<file path="src/rtl/comparitor_search_controller.sv">
// Successive-approximation search controller for the Comparitor datapath.
// Optional one-hot flag checking is enabled by defining CMP_SEARCH_FLAG_CHECK_EN.
module comparitor_search_controller #(
  parameter int unsigned WIDTH = 4
) (
  input  logic             Clk,
  input  logic             Reset_n,
  input  logic             Start,
  input  logic             G,
  input  logic             E,
  input  logic             L,
  output logic [WIDTH-1:0] GuessOut,
  output logic             Busy,
  output logic             Done,
  output logic             Error,
  output logic [WIDTH-1:0] Result,
  output logic [WIDTH-1:0] Steps
);

  localparam int unsigned RW = WIDTH + 1;
  localparam logic [WIDTH-1:0] MaxVal = '1;

  typedef enum logic [1:0] {StIdle, StSearch, StDone} state_e;

  state_e          r_state, w_state_nxt;
  logic [RW-1:0]   r_low, r_high, w_low_nxt, w_high_nxt, w_sum;
  logic [RW-1:0]   w_guess_ext, w_guess_inc, w_guess_dec;
  logic [WIDTH-1:0] r_guess, w_guess_nxt;
  logic [WIDTH-1:0] r_result, w_result_nxt;
  logic [WIDTH-1:0] r_steps, w_steps_nxt, w_steps_inc;
  logic            r_error, w_error_nxt;
  logic            w_flag_bad;

  assign w_guess_ext = {1'b0, r_guess};
  assign w_guess_inc = w_guess_ext + RW'(1);
  assign w_guess_dec = w_guess_ext - RW'(1);
  assign w_steps_inc = (r_steps == MaxVal) ? r_steps : r_steps + WIDTH'(1);

`ifdef CMP_SEARCH_FLAG_CHECK_EN
  // Odd parity but not all three set means exactly one flag is high.
  assign w_flag_bad = !((G ^ E ^ L) && !(G && E && L));
`else
  assign w_flag_bad = 1'b0;
`endif

  always_ff @(posedge Clk) begin
    if (!Reset_n) begin
      r_state  <= StIdle;
      r_low    <= '0;
      r_high   <= '0;
      r_guess  <= '0;
      r_result <= '0;
      r_steps  <= '0;
      r_error  <= 1'b0;
    end else begin
      r_state  <= w_state_nxt;
      r_low    <= w_low_nxt;
      r_high   <= w_high_nxt;
      r_guess  <= w_guess_nxt;
      r_result <= w_result_nxt;
      r_steps  <= w_steps_nxt;
      r_error  <= w_error_nxt;
    end
  end

  always_comb begin
    w_state_nxt  = r_state;
    w_low_nxt    = r_low;
    w_high_nxt   = r_high;
    w_guess_nxt  = r_guess;
    w_result_nxt = r_result;
    w_steps_nxt  = r_steps;
    w_error_nxt  = r_error;
    w_sum        = '0;
    case (r_state)
      StIdle: begin
        if (Start) begin
          w_low_nxt    = '0;
          w_high_nxt   = {1'b0, MaxVal};
          w_guess_nxt  = MaxVal >> 1;
          w_result_nxt = '0;
          w_steps_nxt  = '0;
          w_error_nxt  = 1'b0;
          w_state_nxt  = StSearch;
        end
      end
      StSearch: begin
        w_steps_nxt = w_steps_inc;
        if (w_flag_bad) begin
          w_error_nxt = 1'b1;
          w_state_nxt = StDone;
        end else if (E) begin
          w_result_nxt = r_guess;
          w_state_nxt  = StDone;
        end else if (G || L) begin
          if (G) w_low_nxt = w_guess_inc;
          else   w_high_nxt = w_guess_dec;
          w_sum       = w_low_nxt + w_high_nxt;
          w_guess_nxt = WIDTH'(w_sum >> 1);
          // Compare against the pre-decrement guess so High = 0 - 1 never wraps.
          if (G ? (w_guess_inc > r_high) : (r_low >= w_guess_ext)) begin
            w_error_nxt = 1'b1;
            w_state_nxt = StDone;
          end
        end
      end
      StDone:  w_state_nxt = StIdle;
      default: w_state_nxt = StIdle;
    endcase
  end

  always_comb begin
    Busy = (r_state == StSearch);
    Done = (r_state == StDone);
  end

  assign GuessOut = r_guess;
  assign Error    = r_error;
  assign Result   = r_result;
  assign Steps    = r_steps;

endmodule

</file>
<file path="config.mk">
export PLATFORM = sky130hd
export DESIGN_NAME = comparitor_search_controller
export DESIGN_NICKNAME = d
export VERILOG_FILES = /design/src/rtl/comparitor_search_controller.sv
export SDC_FILE = /design/constraint.sdc
export NUM_CORES = 1
export LEC_CHECK = 0
export BUFFER_PORTS_ARGS = -buffer_cell sky130_fd_sc_hd__buf_4
export CAP_MARGIN = 10
export CORE_MARGIN = 4
export CORE_UTILIZATION = 57
export DETAILED_ROUTE_END_ITERATION = 8
export PLACE_DENSITY = 0.9
export RECOVER_POWER = 50
export SLEW_MARGIN = 15
export SYNTH_ARGS = -nofsm -noshare
export SYNTH_HDL_FRONTEND = slang
export SYNTH_SLANG_ARGS = --single-unit
</file>
<file path="constraint.sdc">
create_clock -name Clk -period 3.2 [get_ports Clk]
set_clock_uncertainty 0.05 [all_clocks]
set_input_delay 0.32 -clock Clk [delete_from_list [all_inputs] [get_ports Clk]]
set_output_delay 0.32 -clock Clk [all_outputs]
set_load 0.05 [all_outputs]
</file>
Word-level counts from Yosys, hierarchy flattened
Cells that the tools add are included.

storage, ports and cells
  register bits = 25
  input port bits = 6
  output and inout bits = 15
  logic and storage cells = 68

cells by class
  add/sub/neg operators = 4
  order comparisons = 2
  eq/ne operators = 11
  multiplexer cells = 36
  reductions and logical operators = 8

operators with widths
  kind                 number
  $mux 5               14
  $mux 4               6
  $pmux 4 s2           3
  $pmux 5 s2           2
  $reduce_and 3->1     3
  $mux 2               4
  $ne 2x2->1 const B   4
  $ne 3x2->1 const B   2
  $add 4x1->5 const B  1
  $add 5x5->5          1
  $ge 5x4->1           1
  $gt 5x5->1           1
  $mux 1               5
  $reduce_and 5->1     1
  $sub 4x1->5 const B  1
  $add 4x1->4 const B  1
  $eq 4x4->1 const B   1
  $ne 2x1->1 const B   2
  $pmux 2 s2           1
  $reduce_and 4->1     1
  $eq 2x1->1 const B   1
  $eq 2x2->1 const B   1
  $logic_not 2->1      1
  $pmux 1 s2           1
  2 further kinds      2

Depth between registers and ports, before layout
Gate-level depths: netlist (run 1).

  depth after elaboration = 9
  depth in mapped cells = 10
  gate-level depth less buffers = 10

Worst setup path after synthesis (run 1)
Ideal clock, no wire load.

  path kind = register to register
  start = register r_guess[0], in the netlist GuessOut[0]
  end = register r_guess[3], in the netlist GuessOut[3]
  library setup time = 0.062 ns
  data arrival time = 2.882 ns
  data required time = 3.088 ns
  setup slack = 0.205 ns
  cell stages (with the launch flop) = 10
  buffers on the path = 0
  period minus slack after synthesis = 2.995 ns
  path through = dfxtp_1 inv_1 ha_1 mux2_2 fa_1 nand2b_1 a21oi_1 xor2_1 or4_1 nand3_1

on the way
  longest elaborated chain between the ends = 9
  elaborated cells between the ends (all ways) = 14
  classes of those cells = 3 x add/sub; 11 x mux

ends and longest elaborated chain
  element                                            RTL line  RTL
  start, declared                                    28        logic [WIDTH-1:0] r_guess, w_guess_nxt;
  start signal, assigned                             59        r_guess <= w_guess_nxt;
  $add 4x1->5 / $sub 4x1->5 (equally long branches)  35, 36
  $mux 5                                             96        if (G) w_low_nxt = w_guess_inc;
  $mux 5                                             95        end else if (G || L) begin
  $mux 5                                             92        end else if (E) begin
  $mux 5                                             75        case (r_state)
  $add 5x5->5 (*)                                    98        w_sum = w_low_nxt + w_high_nxt;
  $mux 4 (*)                                         95
  $mux 4 (*)                                         92
  $pmux 4 s2 (*)                                     75

Mark *: on every way between the ends. The rest lies on a longest branch, timed or not. The select of a mux whose other input is x is not followed.
A chain may end at the register's enable or synchronous reset.

Worst setup path after layout (run 1)
  start = register r_guess[1], in the netlist GuessOut[1]
  end = register r_guess[3], in the netlist GuessOut[3]

Same word-level chain as after synthesis.

==> summary.txt, run 1 <==
Layout
  • Share of cells above drive strength 1: 0.0751
  • Sequential Area: about 500 µm²
  • Synthesis-to-finish area growth: 7.29%
  • Post-route design area: about 1700 µm²
  • Diodes inserted: 0
  • Total Nets Final: 236
  • Filler cell count: roughly 250
  • Area of the multi-input gates: 993 µm²
  • Non-filler instance count after layout: 244

Yosys
  • Biggest area consumer among synthesized cells: dfxtp_1
  • Avg Inst Size Synth: 8.07 µm²
  • Post-synthesis net count: 222
  • Commonest cells post-synth: dfxtp_1, nand2_1, inv_1, nand3_1, ha_1
  • Yosys synthesis warning count: 0
  • Syn Inst Count: 200
  • Synth top area share: 0.310
  • Count leader, synth: dfxtp_1
  • Synth Register Bits: 25
  • Count of different cell masters after synthesis: 41
  • Mapped cell area: 1610 µm²
  • EDFF count, synth: 0
  • Seq/Total Area, Yosys: 0.310
  • Largest cells by area after synthesis: dfxtp_1, ha_1, nand3_1, a21boi_0, nand2_1
  • Ys async rst share: 0
  • Main synth FF type: dfxtp_1

Timing
  • Setup TNS: 0 ns
  • RSZ-0062 raised after global routing: no
  • Fmax: around 0.37 GHz
  • Rel. slew slack: 0.509
  • Final worst slack: around 0.49 ns
  • Final Max Slew Viols: 0
  • Period utilization: 0.846
  • Crit path time final: 2.71 ns
  • Fin. Hold Viols: 0
  • Worst Tran Pin Value: around 0.73 ns
  • Final Setup Violations: 0

Worst setup path
  • CP cell instances: inv_1, ha_1, mux2_2, fa_1, nand2b_1, a21oi_1, xor2_1, or4_1, nand3_1
  • Slowest cell on crit path: or4_1
  • Worst path arrival time: between 2 and 3 ns
  • Critical path's top delay family: adder cells
  • Crit path capture type: flip-flop
  • Critical Path Max Stage Delay: ~0.47 ns
  • Worst EP required: 3.43 ns
  • Critical Path Fanout Max: 6
  • Critical path class: flip-flop to flip-flop
  • CP bufs+invs: 1
  • Startpoint types: flip-flop

Placed design
  • Pre-CTS setup slack: between 0.5 and 0.6 ns
  • Input/output buffers: 20
  • Post-DP HPWL: between 2000 and 3000 µm
  • Placer Congestion: 0.919
  • Placed inst area: 1750 µm²
  • Cell count after placement: 240

Routing
  • Final WL: approximately 3500 µm
  • Avg WL per Cell: around 14 µm
  • # DRC: 0
  • Initial DRC count: 73
  • Vias per inst: 5.77
  • Final antenna-violating net count: 0
  • Vias: 1407
  • Number of iterations in the first detailed-routing pass: 4

Clocking
  • Num CTS Buffers: 3
  • Clk_lat worst skew: 0.33 ns
  • Clock tree buffer depth: 2
  • Setup repair bufs after CTS: 0
  • CTS root buf: clkbuf_4
  • H-tree depth: 1
  • CTS resizes: 0
  • Clock transition at path regs: 0.14 ns
  • Cts hold-fix bufs: 0
  • Clk sinks: 25
  • TritonCTS clock tree: built

GRT
  • Number of global-route vias before repair: approximately 1300
  • Global Route Usage Sum: 0.210
  • Pin count of the biggest net entering global routing: 24
  • Antenna violations before repair: 0
  • Total grt overflow: 0
  • First-pass GRT wire length: around 6000 µm

Power and ir drop
  • Power consumption: 0.000794 W
  • Combinational Power Share: 0.367
  • Leakage: 0.715 nW
  • Pint: between 0.0004 and 0.0005 W
  • VDD IR-drop max: about 0.00035 V
  • PD cells: approximately 460 nW/µm²
  • Net Sw Power: between 0.0003 and 0.0004 W
  • Clock Power Share: 0.189
  • Net Sw Frac: 0.389
  • Sequential Power Share: 0.444

Die
  • Core Region: 2730 µm²
  • Initial core utilization: 0.590
  • Die Y: about 61 µm
  • Site row count: 19
  • Die ar.: around 3700 µm²
  • Die W: roughly 60 µm
  • Ports: 21

Run
  • Max-cap violations: 0

Worst hold path
  • Worst min-delay path class: primary input to flip-flop

Outcome
  • Status: complete, no violations
-- logic make-up after synthesis --
kind of cell / count (synthesis) / share of synthesized area
simple gates: 71 / 0.215
compound gates: 43 / 0.178
buf+inv: 29 / 0.0744
flops: 25 / 0.310
fa+ha+maj: 16 / 0.129
xor+xnor: 9 / 0.0488
mux: 7 / 0.0457
-- layout by cell type, fill, tap and decap left out, drive strengths merged, types with 3 or more instances in the layout --
| master | count |
|---|---|
| dfxtp | 25 |
| nand2 | 18 |
| inv | 17 |
| clkbuf | 17 |
| nand3 | 16 |
| ha | 15 |
| nor2 | 13 |
| o21ai | 10 |
| a21boi | 10 |
| a21oi | 9 |
| buf | 7 |
| xnor2 | 5 |
| nor3 | 5 |
| xor2 | 4 |
| mux2i | 4 |
| mux2 | 3 |
| nand2b | 3 |
| or3 | 3 |
| nor2b | 3 |
-- state kept, by name, indices dropped and copies added (netlist names) --
name	flops
Error	1
Result	4
r_low	5
GuessOut	4
r_high	5
Steps	4
r_state	2
-- final timing paths --
| path | start | depth (start not counted) | end | slack (ns) |
|---|---|---|---|---|
| worst max-delay path | GuessOut[1] | 9 | GuessOut[3] | 0.49 |
| worst min-delay path | E | 3 | r_state[1] | 0.19 |
| worst max register to register | GuessOut[1] | 9 | GuessOut[3] | 0.49 |
| worst min register to register | Result[2] | 2 | Result[2] | 0.42 |
-- power by group through the flow --
stage	combinational (W)	sequential, W	clock [W]
finish	0.000292	0.000352	0.000150
global route	0.000328	0.000356	0.000169
CTS	0.000298	0.000352	0.000157
detailed placement	0.000296	0.000359	0
global placement	0.000294	0.000357	0
floorplan	0.000206	0.000382	0
-- through the flow --
step                      hold WS (ns)   util
after floorplan                  0.399      -
after global placement           0.401  0.642
after detailed placement         0.409  0.642
after CTS                        0.177  0.653
after global routing             0.205  0.633
final                            0.191  0.633
-- tightest hold or removal path, stage by stage --
cell     delay, ns
buf_4         0.12
inv_1         0.05
a21oi_1       0.05
-- routing by layer --
| layer | track usage | up-vias | share of wire |
|---|---|---|---|
| met1 | 0.281 | 656 | 0.46 |
| met5 | 0 | - | 0 |
| met2 | 0.340 | 33 | 0.47 |
| met4 | 0.0867 | 0 | 0.016 |
| li1 | - | 713 | - |
| met3 | 0.0252 | 5 | 0.047 |
-- cell type report --
type                    count  area share
clock buffers               3      0.0130
clock inverters             1     0.00434
inverters                  17      0.0368
multi-input cells         146       0.574
flip-flops and latches     25       0.289
well taps                  31      0.0224
repair buffers             21      0.0607
(Power assumes the default switching activity.)
==> run 2: changes to the inputs <==
==> constraint.sdc (replaced) <==
create_clock -name Clk -period 2.8 [get_ports Clk]
set_clock_uncertainty 0.05 [all_clocks]
set_input_delay 0.28 -clock Clk [delete_from_list [all_inputs] [get_ports Clk]]
set_output_delay 0.28 -clock Clk [all_outputs]
set_load 0.05 [all_outputs]
==> summary.txt, run 2 (synthesis results as in run 1) <==
Clocking
  • Num CTS Buffers: 3
  • CTS root buf: clkbuf_4
  • Setup repair bufs after CTS: 0
  • Clk sinks: 25
  • Clock transition at path regs: between 0.1 and 0.15 ns
  • H-tree depth: 1
  • CTS resizes: 0
  • Cts hold-fix bufs: 0
  • TritonCTS clock tree: built
  • Clock tree buffer depth: 2
  • Clk_lat worst skew: around 0.32 ns

Routing
  • Vias per inst: 5.80
  • Initial DRC count: 45
  • Vias: between 1000 and 1500
  • Avg WL per Cell: between 10 and 15 µm
  • Final antenna-violating net count: 0
  • # DRC: 0
  • Final WL: approximately 3600 µm
  • Number of iterations in the first detailed-routing pass: 4

Worst setup path
  • Slowest cell on crit path: fa_1
  • Critical Path Fanout Max: 6
  • CP bufs+invs: 1
  • Crit path capture type: flip-flop
  • Worst path arrival time: approximately 2.9 ns
  • R2r endpoint: GuessOut[3]
  • Reg2Reg Depth: 9
  • Worst r2r src: GuessOut[1]
  • Critical Path Max Stage Delay: around 0.47 ns
  • CP cell instances: inv_1, ha_1, mux2_2, fa_1, nand2b_1, a21oi_1, xor2_1, or4_1, nand3_1
  • Critical path class: flip-flop to flip-flop
  • Worst EP required: between 3 and 4 ns
  • Startpoint types: flip-flop
  • FF-to-FF setup slack: about 0.17 ns
  • WP depth: 9
  • Critical path's top delay family: adder cells

Die
  • Die Y: roughly 61 µm
  • Site row count: 19
  • Die W: around 60 µm
  • Ports: 21
  • Core Region: 2730 µm²
  • Die ar.: between 3000 and 4000 µm²
  • Initial core utilization: 0.590

Layout
  • Diodes inserted: 0
  • Non-filler instance count after layout: approximately 250
  • Most frequent cells in the layout: dfxtp_1, nand2_1, inv_1, nand3_1, clkbuf_1
  • Top flop regs: r_high x5, r_low x5
  • Share of cells above drive strength 1: 0.0880
  • Leading cell type in the layout, fill and taps excluded: dfxtp_1
  • Total Nets Final: around 240
  • Synthesis-to-finish area growth: 8.37%

Timing
  • Period utilization: 0.938
  • Final Max Slew Viols: 0
  • Final Setup Violations: 0
  • Crit path time final: 2.63 ns
  • WHS: ~0.16 ns
  • Rel. slew slack: 0.332
  • RSZ-0062 raised after global routing: no
  • Fmax: roughly 0.38 GHz
  • Worst Tran Pin Value: 1.00 ns
  • Setup TNS: 0 ns
  • Fin. Hold Viols: 0

GRT
  • First-pass GRT wire length: ~6000 µm
  • Gr busiest metal: met2
  • Total grt overflow: 0
  • Met3 global-route usage: 0.0482
  • Grt met2 use: 0.364
  • Antenna violations before repair: 0
  • Global Route Usage Sum: 0.214
  • Number of global-route vias before repair: between 1000 and 1500
  • Pin count of the biggest net entering global routing: 24
  • Met1 usage: 0.268

Worst hold path
  • Hold Path End: r_state[1]
  • Worst Hold Depth: 3
  • Worst min-delay path class: primary input to flip-flop
  • HP Start: E

Outcome
  • Status: complete, no violations

Run
  • Max-cap violations: 0

Power and ir drop
  • VDD IR-drop max: 0.000419 V
  • PD cells: about 520 nW/µm²
  • Leakage: 0.727 nW

Placed design
  • Post-DP HPWL: 2700 µm
  • Input/output buffers: 20
  • Cell count after placement: 243
  • Placer Congestion: 0.871
[run 2: cell types whose count changed in the layout (fill, tap and decap cells not counted), sizes merged]
cell / before / now
clkinvlp: 1 / 0
clkbuf: 17 / 19
buf: 7 / 9
[run 2: worst max-delay path by stage]
| stage | slack (ns) | endpoint | startpoint |
|---|---|---|---|
| CTS | 0.18 | GuessOut[3] | GuessOut[1] |
| global placement | 0.26 | GuessOut[3] | GuessOut[1] |
| detailed placement | 0.23 | GuessOut[3] | GuessOut[1] |
| floorplan | 0.06 | GuessOut[3] | GuessOut[0] |
| finish | 0.17 | GuessOut[3] | GuessOut[1] |
| global route | 0.005 | GuessOut[3] | GuessOut[1] |
[run 2: tightest hold or removal path, stage by stage]
cell	delay (ns)
buf_4	0.12
inv_1	0.05
a21oi_1	0.05
[run 2: metal layers]
| metal | vias to the layer above | wire length [µm] |
|---|---|---|
| met5 | - | 0 |
| met4 | 0 | 41 |
| met3 | 4 | 192 |
| met2 | 33 | 1760 |
| met1 | 672 | 1590 |
| li1 | 724 | - |
[run 2: through the flow]
stage / area [µm²] / setup WS [ns] / power (W) / utilization
after floorplan: 1620 / 0.0624 / 0.000673 / -
after global placement: 1780 / 0.258 / 0.000757 / 0.651
after detailed placement: 1780 / 0.232 / 0.000765 / 0.651
after CTS: 1810 / 0.179 / 0.000932 / 0.660
after global routing: 1750 / 0.00538 / 0.000975 / 0.640
final: 1750 / 0.175 / 0.000916 / 0.640
[run 2: cell type report]
| cell class | count | area (µm²) |
|---|---|---|
| clock buffer | 4 | 26.3 |
| fill | 251 | 985 |
| inverter | 17 | 63.8 |
| multi-input combinational | 146 | 993 |
| sequential | 25 | 503 |
| tap | 31 | 38.8 |
| timing repair buffer | 24 | 124 |
[run 2: report_power, final]
part / switching, W / internal (W) / total [W]
registers: 0.0000215 / 0.000378 / 0.000400
logic: 0.000221 / 0.000129 / 0.000350
clock network: 0.000110 / 0.0000559 / 0.000166
==> run 3: changes to the inputs <==
--- a/config.mk
+++ b/config.mk
@@ -5,13 +5,15 @@
 export SDC_FILE = /design/constraint.sdc
 export NUM_CORES = 1
 export LEC_CHECK = 0
+export ABC_AREA = 1
 export BUFFER_PORTS_ARGS = -buffer_cell sky130_fd_sc_hd__buf_4
 export CAP_MARGIN = 10
 export CORE_MARGIN = 4
 export CORE_UTILIZATION = 57
 export DETAILED_ROUTE_END_ITERATION = 8
-export PLACE_DENSITY = 0.9
+export PLACE_DENSITY = 0.89
 export RECOVER_POWER = 50
+export SETUP_SLACK_MARGIN = 0.2
 export SLEW_MARGIN = 15
 export SYNTH_ARGS = -nofsm -noshare
 export SYNTH_HDL_FRONTEND = slang
==> summary.txt, run 3 <==
Outcome
  • Status: complete, no violations

Die
  • Initial core utilization: 0.607
  • Core Region: ~2800 µm²
  • Site row count: 19
  • Die ar.: around 4000 µm²
  • Die Y: roughly 63 µm
  • Die W: between 60 and 70 µm
  • Ports: 21

Clocking
  • H-tree depth: 1
  • Clk_lat worst skew: 0.32 ns
  • Clock transition at path regs: 0.13 ns
  • Cts hold-fix bufs: 0
  • CTS root buf: clkbuf_4
  • Clock tree buffer depth: 2
  • Num CTS Buffers: 3
  • TritonCTS clock tree: built
  • Setup repair bufs after CTS: 0
  • CTS resizes: 0
  • Clk sinks: 25

Placed design
  • Placed inst area: between 1500 and 2000 µm²
  • Post-DP HPWL: about 2700 µm
  • Input/output buffers: 20
  • Placer Congestion: 0.870

Routing
  • Vias per inst: between 5 and 6
  • Final antenna-violating net count: 0
  • Metal2 WL: approximately 1600 µm
  • Met1 WL: around 1700 µm
  • Number of iterations in the first detailed-routing pass: 7
  • Max Used Layer: met4
  • Vias: around 1500
  • Final WL: 3590 µm
  • WL met3: between 200 and 250 µm
  • Avg WL per Cell: approximately 12 µm
  • # DRC: 0
  • Initial DRC count: between 70 and 80

Timing
  • WHS: approximately 0.15 ns
  • Rel. slew slack: 0.404
  • Final Setup Violations: 0
  • Final Max Slew Viols: 0
  • Worst Tran Pin Value: approximately 0.9 ns
  • Fin. Hold Viols: 0
  • RSZ-0062 raised after global routing: no
  • Crit path time final: approximately 2.4 ns
  • Setup TNS: 0 ns
  • Period utilization: 0.861
  • Fmax: about 0.41 GHz

GRT
  • Total grt overflow: 0
  • Antenna violations before repair: 0
  • First-pass GRT wire length: between 6000 and 7000 µm
  • Global Route Usage Sum: 0.190
  • Pin count of the biggest net entering global routing: 22
  • Number of global-route vias before repair: 1390

Layout
  • Share of cells above drive strength 1: 0.132
  • Most frequent cells in the layout: nand2_1, inv_1, dfxtp_1
  • Top flop regs: r_high x5, r_low x5
  • Filler cell count: approximately 270
  • Leading cell type in the layout, fill and taps excluded: nand2_1
  • Synthesis-to-finish area growth: 5.39%
  • Diodes inserted: 0
  • Post-route design area: approximately 1800 µm²
  • Total Nets Final: 280

Worst setup path
  • Crit path capture type: flip-flop
  • Crit path launch: GuessOut[0]
  • CP cell instances: inv_1, ha_1, nand2_1, o21ai_0, inv_1, fa_1, o21bai_1, a21oi_1, nand3_1, nand3_2, a21oi_2
  • Reg2Reg Depth: 11
  • Worst r2r src: GuessOut[0]
  • Critical path class: flip-flop to flip-flop
  • Critical path's top delay family: adder cells
  • Crit-path most repeated cell: inv_1
  • Slowest cell on crit path: dfxtp_1
  • R2r endpoint: GuessOut[3]
  • FF-to-FF setup slack: approximately 0.39 ns
  • Startpoint types: flip-flop
  • Worst EP required: around 3.0 ns
  • CP bufs+invs: 2
  • Worst path arrival time: approximately 2.6 ns
  • Critical Path Fanout Max: 9
  • Critical Path Max Stage Delay: around 0.52 ns

Yosys
  • EDFF count, synth: 0
  • Count leader, synth: nand2_1
  • Commonest cells post-synth: nand2_1, inv_1, dfxtp_1
  • Biggest area consumer among synthesized cells: dfxtp_1
  • Count of different cell masters after synthesis: 32
  • Mapped cell area: approximately 1700 µm²
  • Yosys synthesis warning count: 0
  • Synth top area share: 0.292
  • Main synth FF type: dfxtp_1
  • Ys async rst share: 0
  • Largest cells by area after synthesis: dfxtp_1, nand2_1, ha_1, inv_1, a21oi_1
  • Seq/Total Area, Yosys: 0.292
  • Avg Inst Size Synth: slightly above 7 µm²
  • Post-synthesis net count: roughly 260
  • Syn Inst Count: 239
  • Synth Register Bits: 25

Power and ir drop
  • PD cells: slightly above 500 nW/µm²
  • Power consumption: approximately 0.00092 W
  • VDD IR-drop max: roughly 0.00028 V
  • Leakage: roughly 0.87 nW

Worst hold path
  • Worst Hold Depth: 3
  • Worst min-delay path class: primary input to flip-flop
  • Hold Path End: r_high[3]
  • HP Start: Reset_n

Run
  • Max-cap violations: 0
-- run 3: changes by cell type in the layout (fill, tap and decap cells not counted), moves of 4 or more --
cell,before,now
o21ai_0,10,4
nand2_1,18,65
a21boi_0,10,0
mux2i_1,4,0
nand2_2,0,5
xnor2_1,5,1
nand3_1,16,12
inv_1,16,36
a21oi_1,9,18
inv_2,1,5
-- run 3: metal layers --
metal | vias up | GRT usage
met4 | 0 | 0.0882
li1 | 801 | -
met3 | 8 | 0.0504
met1 | 663 | 0.251
met5 | - | 0
met2 | 35 | 0.286
-- run 3: cells by family (layout without fill, tap and decap cells) --
family                   count (synthesis)  after routing  synth area share
AND/OR/NAND/NOR                        110            110             0.302
buffers and inverters                   48             66             0.123
AO/OA/AOI/OAI                           35             35             0.137
flip-flops                              25             25             0.292
adder cells (fa/ha/maj)                 16             16             0.121
XOR/XNOR                                 5              5            0.0255
-- run 3: worst reg2reg max path, cell delays in order (launching register included) --
cell	delay (ns)
dfxtp_1	0.52
inv_1	0.12
ha_1	0.34
nand2_1	0.06
o21ai_0	0.16
inv_1	0.11
fa_1	0.44
o21bai_1	0.16
a21oi_1	0.09
nand3_1	0.10
nand3_2	0.08
a21oi_2	0.12
-- run 3: final cells by class --
cell class	count	area [µm²]	area share
Inverter	41	154	0.0851
Clock buffer	4	26.3	0.0145
Sequential cell	25	500	0.277
Multi-Input combinational cell	166	981	0.542
Timing Repair Buffer	21	109	0.0602
Tap cell	31	38.8	0.0214
-- run 3: per-stage QoR --
| stage | cells | util | worst slack (ns) |
|---|---|---|---|
| after floorplan | 239 | - | 0.281 |
| after global placement | 284 | 0.656 | 0.537 |
| after detailed placement | 284 | 0.656 | 0.427 |
| after CTS | 288 | 0.665 | 0.397 |
| after global routing | 288 | 0.640 | 0.177 |
| final | 288 | 0.640 | 0.389 |
-- run 3: power breakdown --
| group | internal (W) | switching (W) | leakage (nW) |
|---|---|---|---|
| clock network | 0.0000558 | 0.000107 | 0.0150 |
| registers | 0.000380 | 0.0000244 | 0.205 |
| logic | 0.000109 | 0.000239 | 0.645 |
-- run 3: worst max path at each step --
stage	to	cells after the start
after floorplan	GuessOut[3]	9
after global placement	GuessOut[3]	12
after detailed placement	GuessOut[3]	11
after CTS	GuessOut[3]	11
after global routing	GuessOut[3]	11
final	GuessOut[3]	11
